`src/rtl/aes_pkg.sv`:
```
// aes_pkg: shared types, constants and round-constant lookup for the AES-128 key schedule.
package aes_pkg;
    localparam int AES_NR = 10;

    typedef logic [31:0]  aes_word_t;
    typedef logic [127:0] aes_key_t;
    typedef enum logic [1:0] {IDLE, EXPAND, STREAM} state_e;

    localparam logic [7:0] RCON [1:10] = '{8'h01, 8'h02, 8'h04, 8'h08, 8'h10,
                                           8'h20, 8'h40, 8'h80, 8'h1b, 8'h36};

    function automatic logic [7:0] rcon_of(input logic [3:0] i);
        return (i >= 4'd1 && i <= 4'd10) ? RCON[i] : 8'h00;
    endfunction
endpackage

```
`src/rtl/aes_key_step.sv`:
```
// aes_key_step: one AES-128 key-schedule step, forward (dir=0) or inverse (dir=1),
// sharing a single SubWord between both directions.
module aes_key_step
    import aes_pkg::*;
(
    input  aes_key_t   key,
    input  logic [7:0] rcon,
    input  logic       dir,
    output aes_key_t   key_nxt
);
    aes_word_t  w0, w1, w2, w3, sin, rot, sub, t;
    aes_word_t  n0, n1, n2, n3;
    logic [7:0] sb [4];

    assign {w0, w1, w2, w3} = key;
    // inverse recovers the previous w3 first, which then feeds the S-box
    assign sin = dir ? w3 ^ w2 : w3;
    assign rot = {sin[23:0], sin[31:24]};

    for (genvar i = 0; i < 4; i++) begin : g_sbox
        aes_sbox u_sbox (.x(rot[8*i +: 8]), .y(sb[i]));
    end

    assign sub = {sb[3], sb[2], sb[1], sb[0]};
    assign t   = sub ^ {rcon, 24'h0};

    always_comb begin
        n0 = w0 ^ t;
        n1 = dir ? w1 ^ w0 : w1 ^ n0;
        n2 = dir ? w2 ^ w1 : w2 ^ n1;
        n3 = dir ? w3 ^ w2 : w3 ^ n2;
    end

    assign key_nxt = {n0, n1, n2, n3};
endmodule

```
`src/rtl/aes_sbox.sv`:
```
// aes_sbox: combinational AES forward S-box, table lookup.
module aes_sbox (
    input  logic [7:0] x,
    output logic [7:0] y
);
    // row 0 sits in the top bits, so entry x lives at bit offset 8*(255-x)
    localparam logic [2047:0] SBOX = {
        128'h637c777bf26b6fc53001672bfed7ab76, 128'hca82c97dfa5947f0add4a2af9ca472c0,
        128'hb7fd9326363ff7cc34a5e5f171d83115, 128'h04c723c31896059a071280e2eb27b275,
        128'h09832c1a1b6e5aa0523bd6b329e32f84, 128'h53d100ed20fcb15b6acbbe394a4c58cf,
        128'hd0efaafb434d338545f9027f503c9fa8, 128'h51a3408f929d38f5bcb6da2110fff3d2,
        128'hcd0c13ec5f974417c4a77e3d645d1973, 128'h60814fdc222a908846eeb814de5e0bdb,
        128'he0323a0a4906245cc2d3ac629195e479, 128'he7c8376d8dd54ea96c56f4ea657aae08,
        128'hba78252e1ca6b4c6e8dd741f4bbd8b8a, 128'h703eb5664803f60e613557b986c11d9e,
        128'he1f8981169d98e949b1e87e9ce5528df, 128'h8ca1890dbfe6426841992d0fb054bb16
    };

    logic [7:0] r;

    assign r = ~x;
    assign y = SBOX[{r, 3'b000} +: 8];
endmodule

```
`src/rtl/aes_inv_key_sched.sv`:
```
// aes_inv_key_sched: sequential AES-128 decryption key scheduler; expands to the
// round-10 key, then streams round keys 10..0 over a valid/ready handshake.
module aes_inv_key_sched
    import aes_pkg::*;
#(
    parameter int NUM_ROUNDS  = 10,
    parameter int AUTO_REWIND = 1
) (
    input  logic         clk,
    input  logic         rst_n,
    input  logic         key_load,
    input  logic [127:0] key_in,
    output logic         busy,
    output logic         rk_valid,
    input  logic         rk_ready,
    output logic [127:0] rk_out,
    output logic [3:0]   rk_round,
    output logic         pass_done
);
    if (NUM_ROUNDS != AES_NR) begin : g_bad_rounds
        $error("aes_inv_key_sched supports only NUM_ROUNDS=10");
    end

    state_e     state_q, state_d;
    aes_key_t   key_q, key_d, rk10_q, rk10_d, step_key;
    logic [3:0] rcnt_q, rcnt_d, ridx;
    logic       done_q, done_d;

    // forward steps use Rcon[rcnt+1], inverse steps use Rcon[rcnt]
    assign ridx = (state_q == EXPAND) ? rcnt_q + 4'd1 : rcnt_q;

    aes_key_step u_step (
        .key    (key_q),
        .rcon   (rcon_of(ridx)),
        .dir    (state_q == STREAM),
        .key_nxt(step_key)
    );

    always_comb begin
        state_d = state_q;
        key_d   = key_q;
        rk10_d  = rk10_q;
        rcnt_d  = rcnt_q;
        done_d  = 1'b0;
        if (key_load) begin
            key_d   = key_in;
            rcnt_d  = 4'd0;
            state_d = EXPAND;
        end else if (state_q == EXPAND) begin
            key_d  = step_key;
            rcnt_d = rcnt_q + 4'd1;
            if (rcnt_q == 4'd9) begin
                rk10_d  = step_key;
                state_d = STREAM;
            end
        end else if (state_q == STREAM && rk_ready) begin
            if (rcnt_q != 4'd0) begin
                key_d  = step_key;
                rcnt_d = rcnt_q - 4'd1;
            end else begin
                done_d = 1'b1;
                if (AUTO_REWIND != 0) begin
                    key_d  = rk10_q;
                    rcnt_d = 4'd10;
                end else begin
                    state_d = IDLE;
                end
            end
        end
    end

    always_ff @(posedge clk or negedge rst_n) begin
        if (!rst_n) begin
            state_q <= IDLE;
            key_q   <= '0;
            rk10_q  <= '0;
            rcnt_q  <= 4'd0;
            done_q  <= 1'b0;
        end else begin
            state_q <= state_d;
            key_q   <= key_d;
            rk10_q  <= rk10_d;
            rcnt_q  <= rcnt_d;
            done_q  <= done_d;
        end
    end

    // outputs are qualified by state so nothing leaks while expanding or idle
    assign busy      = (state_q == EXPAND);
    assign rk_valid  = (state_q == STREAM);
    assign rk_out    = rk_valid ? key_q : '0;
    assign rk_round  = rk_valid ? rcnt_q : 4'd0;
    assign pass_done = done_q;
endmodule

```
`config.mk`:
```
export PLATFORM = sky130hd
export DESIGN_NAME = aes_inv_key_sched
export DESIGN_NICKNAME = d
export VERILOG_FILES = /design/src/rtl/aes_pkg.sv /design/src/rtl/aes_key_step.sv /design/src/rtl/aes_sbox.sv /design/src/rtl/aes_inv_key_sched.sv
export SDC_FILE = /design/constraint.sdc
export NUM_CORES = 2
export LEC_CHECK = 0
export ABC_AREA = 1
export ABC_CLOCK_PERIOD_IN_PS = 5300
export CORE_MARGIN = 2
export CORE_UTILIZATION = 60
export DETAILED_ROUTE_END_ITERATION = 8
export MAX_ROUTING_LAYER = met4
export PLACE_DENSITY = 0.83
export SYNTH_ARGS = -nofsm -noshare
export SYNTH_HDL_FRONTEND = slang
export SYNTH_HIERARCHICAL = 1
export SYNTH_SLANG_ARGS = --single-unit
```
`constraint.sdc`:
```
create_clock -name clk -period 5.3 [get_ports clk]
set_input_delay 1.06 -clock clk [delete_from_list [all_inputs] [get_ports clk]]
set_output_delay 1.06 -clock clk [all_outputs]
set_load 0.005 [all_outputs]
```
# ---- Word-level counts from Yosys, hierarchy flattened
# Memory sizes are Yosys's and may differ from the RTL's.
# Cells that the tools add are included.
dict set report classes {
  add_sub_neg 2
  n_lt_le_gt_ge 3
  n_eq_ne 3
  shifts 4
  mux 25
  bitwise 14
  n_reduce_logical 8
}
# cell n
set op_table {}
lappend op_table {{$shiftx 2048x12->8 const A} 4}
lappend op_table {{$mux 128} 5}
lappend op_table {{$xor 32x32->32} 8}
lappend op_table {{$mux 32} 4}
lappend op_table {{$not 8->8} 4}
lappend op_table {{$mux 4} 6}
lappend op_table {{$mux 8} 3}
lappend op_table {{$mux 2} 3}
lappend op_table {{$ge 5x5->1 const B} 1}
lappend op_table {{$not 4->5} 1}
lappend op_table {{$add 4x1->4 const B} 1}
lappend op_table {{$eq 4x4->1 const B} 1}
lappend op_table {{$ge 4x1->1 const B} 1}
lappend op_table {{$le 4x4->1 const B} 1}
lappend op_table {{$mux 1} 4}
lappend op_table {{$reduce_bool 2->1} 2}
lappend op_table {{$reduce_bool 4->1} 1}
lappend op_table {{$sub 4x1->4 const B} 1}
lappend op_table {{$reduce_and 3->1} 1}
lappend op_table {{$reduce_bool 3->1} 1}
lappend op_table {{$eq 2x1->1 const B} 1}
lappend op_table {{$eq 2x2->1 const B} 1}
lappend op_table {{$logic_and 1x1->1} 2}
lappend op_table {{$reduce_and 2->1} 1}
lappend op_table {{$not 1->1} 1}
dict set report totals {
  ff_bits 263
  mem_bits_ro 128
  in_bits 132
  output_inout_bits 135
  wordCells 65
  memories 1
}
# name depth word_bits read_ports rd_clocked_by_memory_dff write_ports line
set mem_list {}
lappend mem_list {{(name not given)} 16 8 1 0 0 aes_pkg.sv:13} ;# return (i >= 4'd1 && i <= 4'd10) ? RCON[i] : 8'h00;

# ---- Logic depth before layout (Yosys ltp)
dict set report depth {
  word_depth 19
  ltp_mapped 37
  depth_no_buf 34
}

# ---- Modules after synthesis
# The synthesis kept the hierarchy.
# mod instances cells_per_inst area_per_inst_um2 seq_area_each_um2
set by_module_without_submodules {}
lappend by_module_without_submodules {aes_inv_key_sched 1 1768 13953.4 6581.3}
lappend by_module_without_submodules {aes_sbox 4 626 2911.5 0.0}
lappend by_module_without_submodules {aes_key_step 1 646 3467.1 0.0}

# ---- Least setup slack after synthesis
# Ideal clock, no wire load.
dict set report synth_timing {
  path_type {register to register}
  startpoint {register state_q[0]}
  endpoint {register key_q[1]}
  arrival_ps 4619
  required_time_ps 5222
  path_slack_ps 603
  stages_incl_launch_ff 29
  path_buffers 2
  cell_sequence {dfrtp_1 -> nor2_4 -> inv_2 -> buf_2 -> buf_2 -> o21ai_0 -> inv_1 -> ha_1 -> inv_1 -> nand2_1 -> nand2_1 -> inv_1 -> nand2_1 -> nand3_1 -> nand3_1 -> nand3_1 -> nand3_1 -> nand2_1 -> xor2_1 -> nand2_1 -> xor2_1 -> nor2_1 -> nand2_1 -> nand2_1 -> inv_1 -> inv_1 -> nand2_1 -> o21ai_0 -> o21bai_1}
}
# element line
set synth_rtl {}
lappend synth_rtl {{from (decl)} aes_inv_key_sched.sv:24} ;# state_e state_q, state_d;
lappend synth_rtl {{from (signal assigned)} aes_inv_key_sched.sv:80} ;# state_q <= state_d;
lappend synth_rtl {{to (signal assigned)} aes_inv_key_sched.sv:81} ;# key_q <= key_d;
lappend synth_rtl {{to (decl)} aes_inv_key_sched.sv:25} ;# aes_key_t key_q, key_d, rk10_q, rk10_d, step_key;

==> impl_metrics.py <==
metrics = {
    "outcome": {
        "status": "finished, violations left",
        "violations": "DRC",
    },
    "clock_network": {
        "cts_setup_buffers": 0,
        "cts_made_buffers": 31,
        "ctsHoldBuffers": 0,
        "root_buffer": "clkbuf_16",
        "clk_latency_ns": 0.61,
        "cts_tree": "yes",
        "clockBufferDepth": 3,
        "cts_sinks": 263,
        "cts_max_level": 1,
        "clk_pin_slew_ns": 0.07,
    },
    "critical_path": {
        "path_class": "reg2reg",
        "cpPeakStageDelay_ns": 0.48,
        "worst_setup_path_start_kind": "flop",
        "critPathMaxFanout": 61,
        "path_common_cell": "nand2_1",
        "r2r_start": "state_q[0]$_DFFE_PN0P_",
        "critPathBufInv": 6,
        "cpLargestDelayFamily": "simple AND/OR/NAND/NOR gates",
        "cp-startpoint": "state_q[0]$_DFFE_PN0P_",
        "worst_path_max_delay_cell": "xor2_2",
        "arrival_ns": 5.67,
        "end_kind": "flop",
        "required_ns": 5.82,
    },
    "yosys": {
        "synth-edff-count": 0,
        "synth_cell_types": 38,
        "yosys-top-cells-area": "dfrtp_1, nand2_1, nand3_1",
        "synthCells": 4918,
        "synthFlopType": "dfrtp_1",
        "synth.most_common_cell": "nand2_1",
        "yosysWarnings": 6,
        "netlist_area_um2": 29070,
        "synth_top_area_share": 0.2264,
        "synth_nets": 5113,
        "ys_seq_area_frac": 0.2264,
        "synth_common_cells": "nand2_1, nand3_1, inv_1",
        "syn-mean-instance-area_um2": 5.910,
        "synth_area_leader_cell": "dfrtp_1",
        "synth-async-reset-ratio": 1.000,
        "ys_ff_latch": 263,
    },
    "routing": {
        "ant_nets": 0,
        "firstDrtPassIters": 9,
        "wl_met2_um": 51640,
        "wl_met3_um": 17380,
        "num_vias": 36010,
        "wl_met1_um": 45470,
        "routed_wl_um": 124600,
        "routed.top_layer": "met4",
        "viasPerCell": 6.396,
        "drt_iter0_drc": 6702,
        "avgRoutedWirePerCell_um": 22.13,
        "drc": 13,
    },
    "sta": {
        "max_freq_mhz": 194.2,
        "hold_viol_final": 0,
        "clock_skew_ns": 0.02212,
        "fin_ws_ns": 0.1519,
        "max_slew_margin": 0.1401,
        "finalSetupViolCount": 0,
        "post-route-period-util": 0.9713,
        "fin_crit_ns": 5.148,
        "worstMarginPinSlew_ns": 1.276,
        "setup_tns_ns": 0,
        "slew_violations": 0,
        "rsz0062_at_grt": "no",
    },
    "placed_design": {
        "dpl-instance-area_um2": 31460,
        "place.gp.congestion": 1.187,
        "dp_hpwl_um": 87320,
        "post-place-ws_ns": 0.3266,
        "io_buffers": 266,
    },
    "floorplan": {
        "rows": 80,
        "die_area_um2": 50220,
        "die_y_um": 224.1,
        "coreArea_um2": 47750,
        "start_util": 0.6088,
        "pin_count": 267,
        "die_w_um": 224.1,
    },
    "global_routing": {
        "grt_max_degree": 132,
        "antenna_found_initial": 1,
        "grt_usage": 0.4948,
        "grt_pass1_vias": 32920,
        "overflow": 0,
        "grt_pass1_wl_um": 189200,
    },
    "cells_and_area": {
        "fin_util": 0.6822,
        "nNetsFinal": 5185,
        "area_growth_pct": 12.05,
        "stdcell_area_um2": 32570,
        "drive_gt1_frac": 0.06085,
    },
    "run": {
        "drv_cap": 0,
    },
    "min_path": {
        "hold_class": "in2async",
    },
}
## flip-flops by register name (all words and copies together) (netlist names)
signal     flops
key_q        128
rk10_q       128
rcnt_q         4
state_q        2
pass_done      1
## cells in the final DEF (no fill, tap or decap), types with 21 or more instances in the layout
cell             count
a21oi_1             86
nor2_1             320
o21ai_2             77
xor2_2              21
buf_4               77
nand3_1            909
nand4_1             22
dfrtp_1            263
clkdlybuf4s50_1    264
nand2_2             28
clkbuf_16           31
xnor2_1             24
ha_1                63
nand2_1           1660
o21ai_1             56
mux2i_1             24
o21bai_1           152
o21ai_0            301
inv_1              457
xor2_1              60
## final cells by class
class / instances / area [um2]
multi-input combinational: 3864 / 18920
antenna: 2 / 5.005
tap: 615 / 769.5
inverter: 479 / 1805
fill: 4185 / 15180
sequential: 263 / 6581
clock buffer: 45 / 938.4
timing repair buffer: 351 / 3407
clock inverter: 10 / 146.4
## kinds of logic after synthesis
| kind of cell | after synthesis | synth area share |
|---|---|---|
| buf+inv | 791 | 0.1250 |
| compound gates | 701 | 0.1453 |
| fa+ha+maj | 63 | 0.02712 |
| xor+xnor | 105 | 0.03680 |
| flops | 263 | 0.2264 |
| mux | 24 | 0.008265 |
| simple gates | 2971 | 0.4310 |
## through the flow
stage / cells / hold slack (ns)
finish: 5629 / 0.4633
global route: 5629 / 0.4918
CTS: 5627 / 0.4776
detailed placement: 5572 / 0.4616
global placement: 5572 / 0.4571
floorplan: 4918 / 0.4479
## worst register-to-register path: cells and delay by family (launching register included)
family	cells	cell delay, ns
flops	1	0.47
buf+inv	6	0.93
xor+xnor	2	0.72
compound gates	3	0.69
fa+ha+maj	1	0.30
simple gates	14	1.94
## timing repair
item / CTS / global route
hold endpoints to repair: 0 / 0
resized for setup: 0 / 4
setup endpoints to repair: 0 / 7
## worst paths after layout
check	end	slack [ns]	cells past startpoint
hold reg to reg	rk10_q[124]$_DFFE_PN0P_	0.48	2
setup reg to reg	key_q[12]$_DFFE_PN0P_	0.15	26
max in group asynchronous	rk10_q[40]$_DFFE_PN0P_	3.80	2
min in group clk	rk10_q[124]$_DFFE_PN0P_	0.48	2
setup / recovery	key_q[12]$_DFFE_PN0P_	0.15	26
hold / removal	rk10_q[99]$_DFFE_PN0P_	0.46	1
## routing by layer
| metal | track usage | vias to the layer above |
|---|---|---|
| met3 | 0.1396 | 697 |
| met4 | 0.3026 | 0 |
| li1 | - | 15970 |
| met2 | 0.7041 | 2999 |
| met1 | 0.6211 | 16340 |
| met5 | - | - |
Power is left out: the tool's default activity adds up to more than one toggle a clock period on the data nets, which glitch-free logic cannot reach.
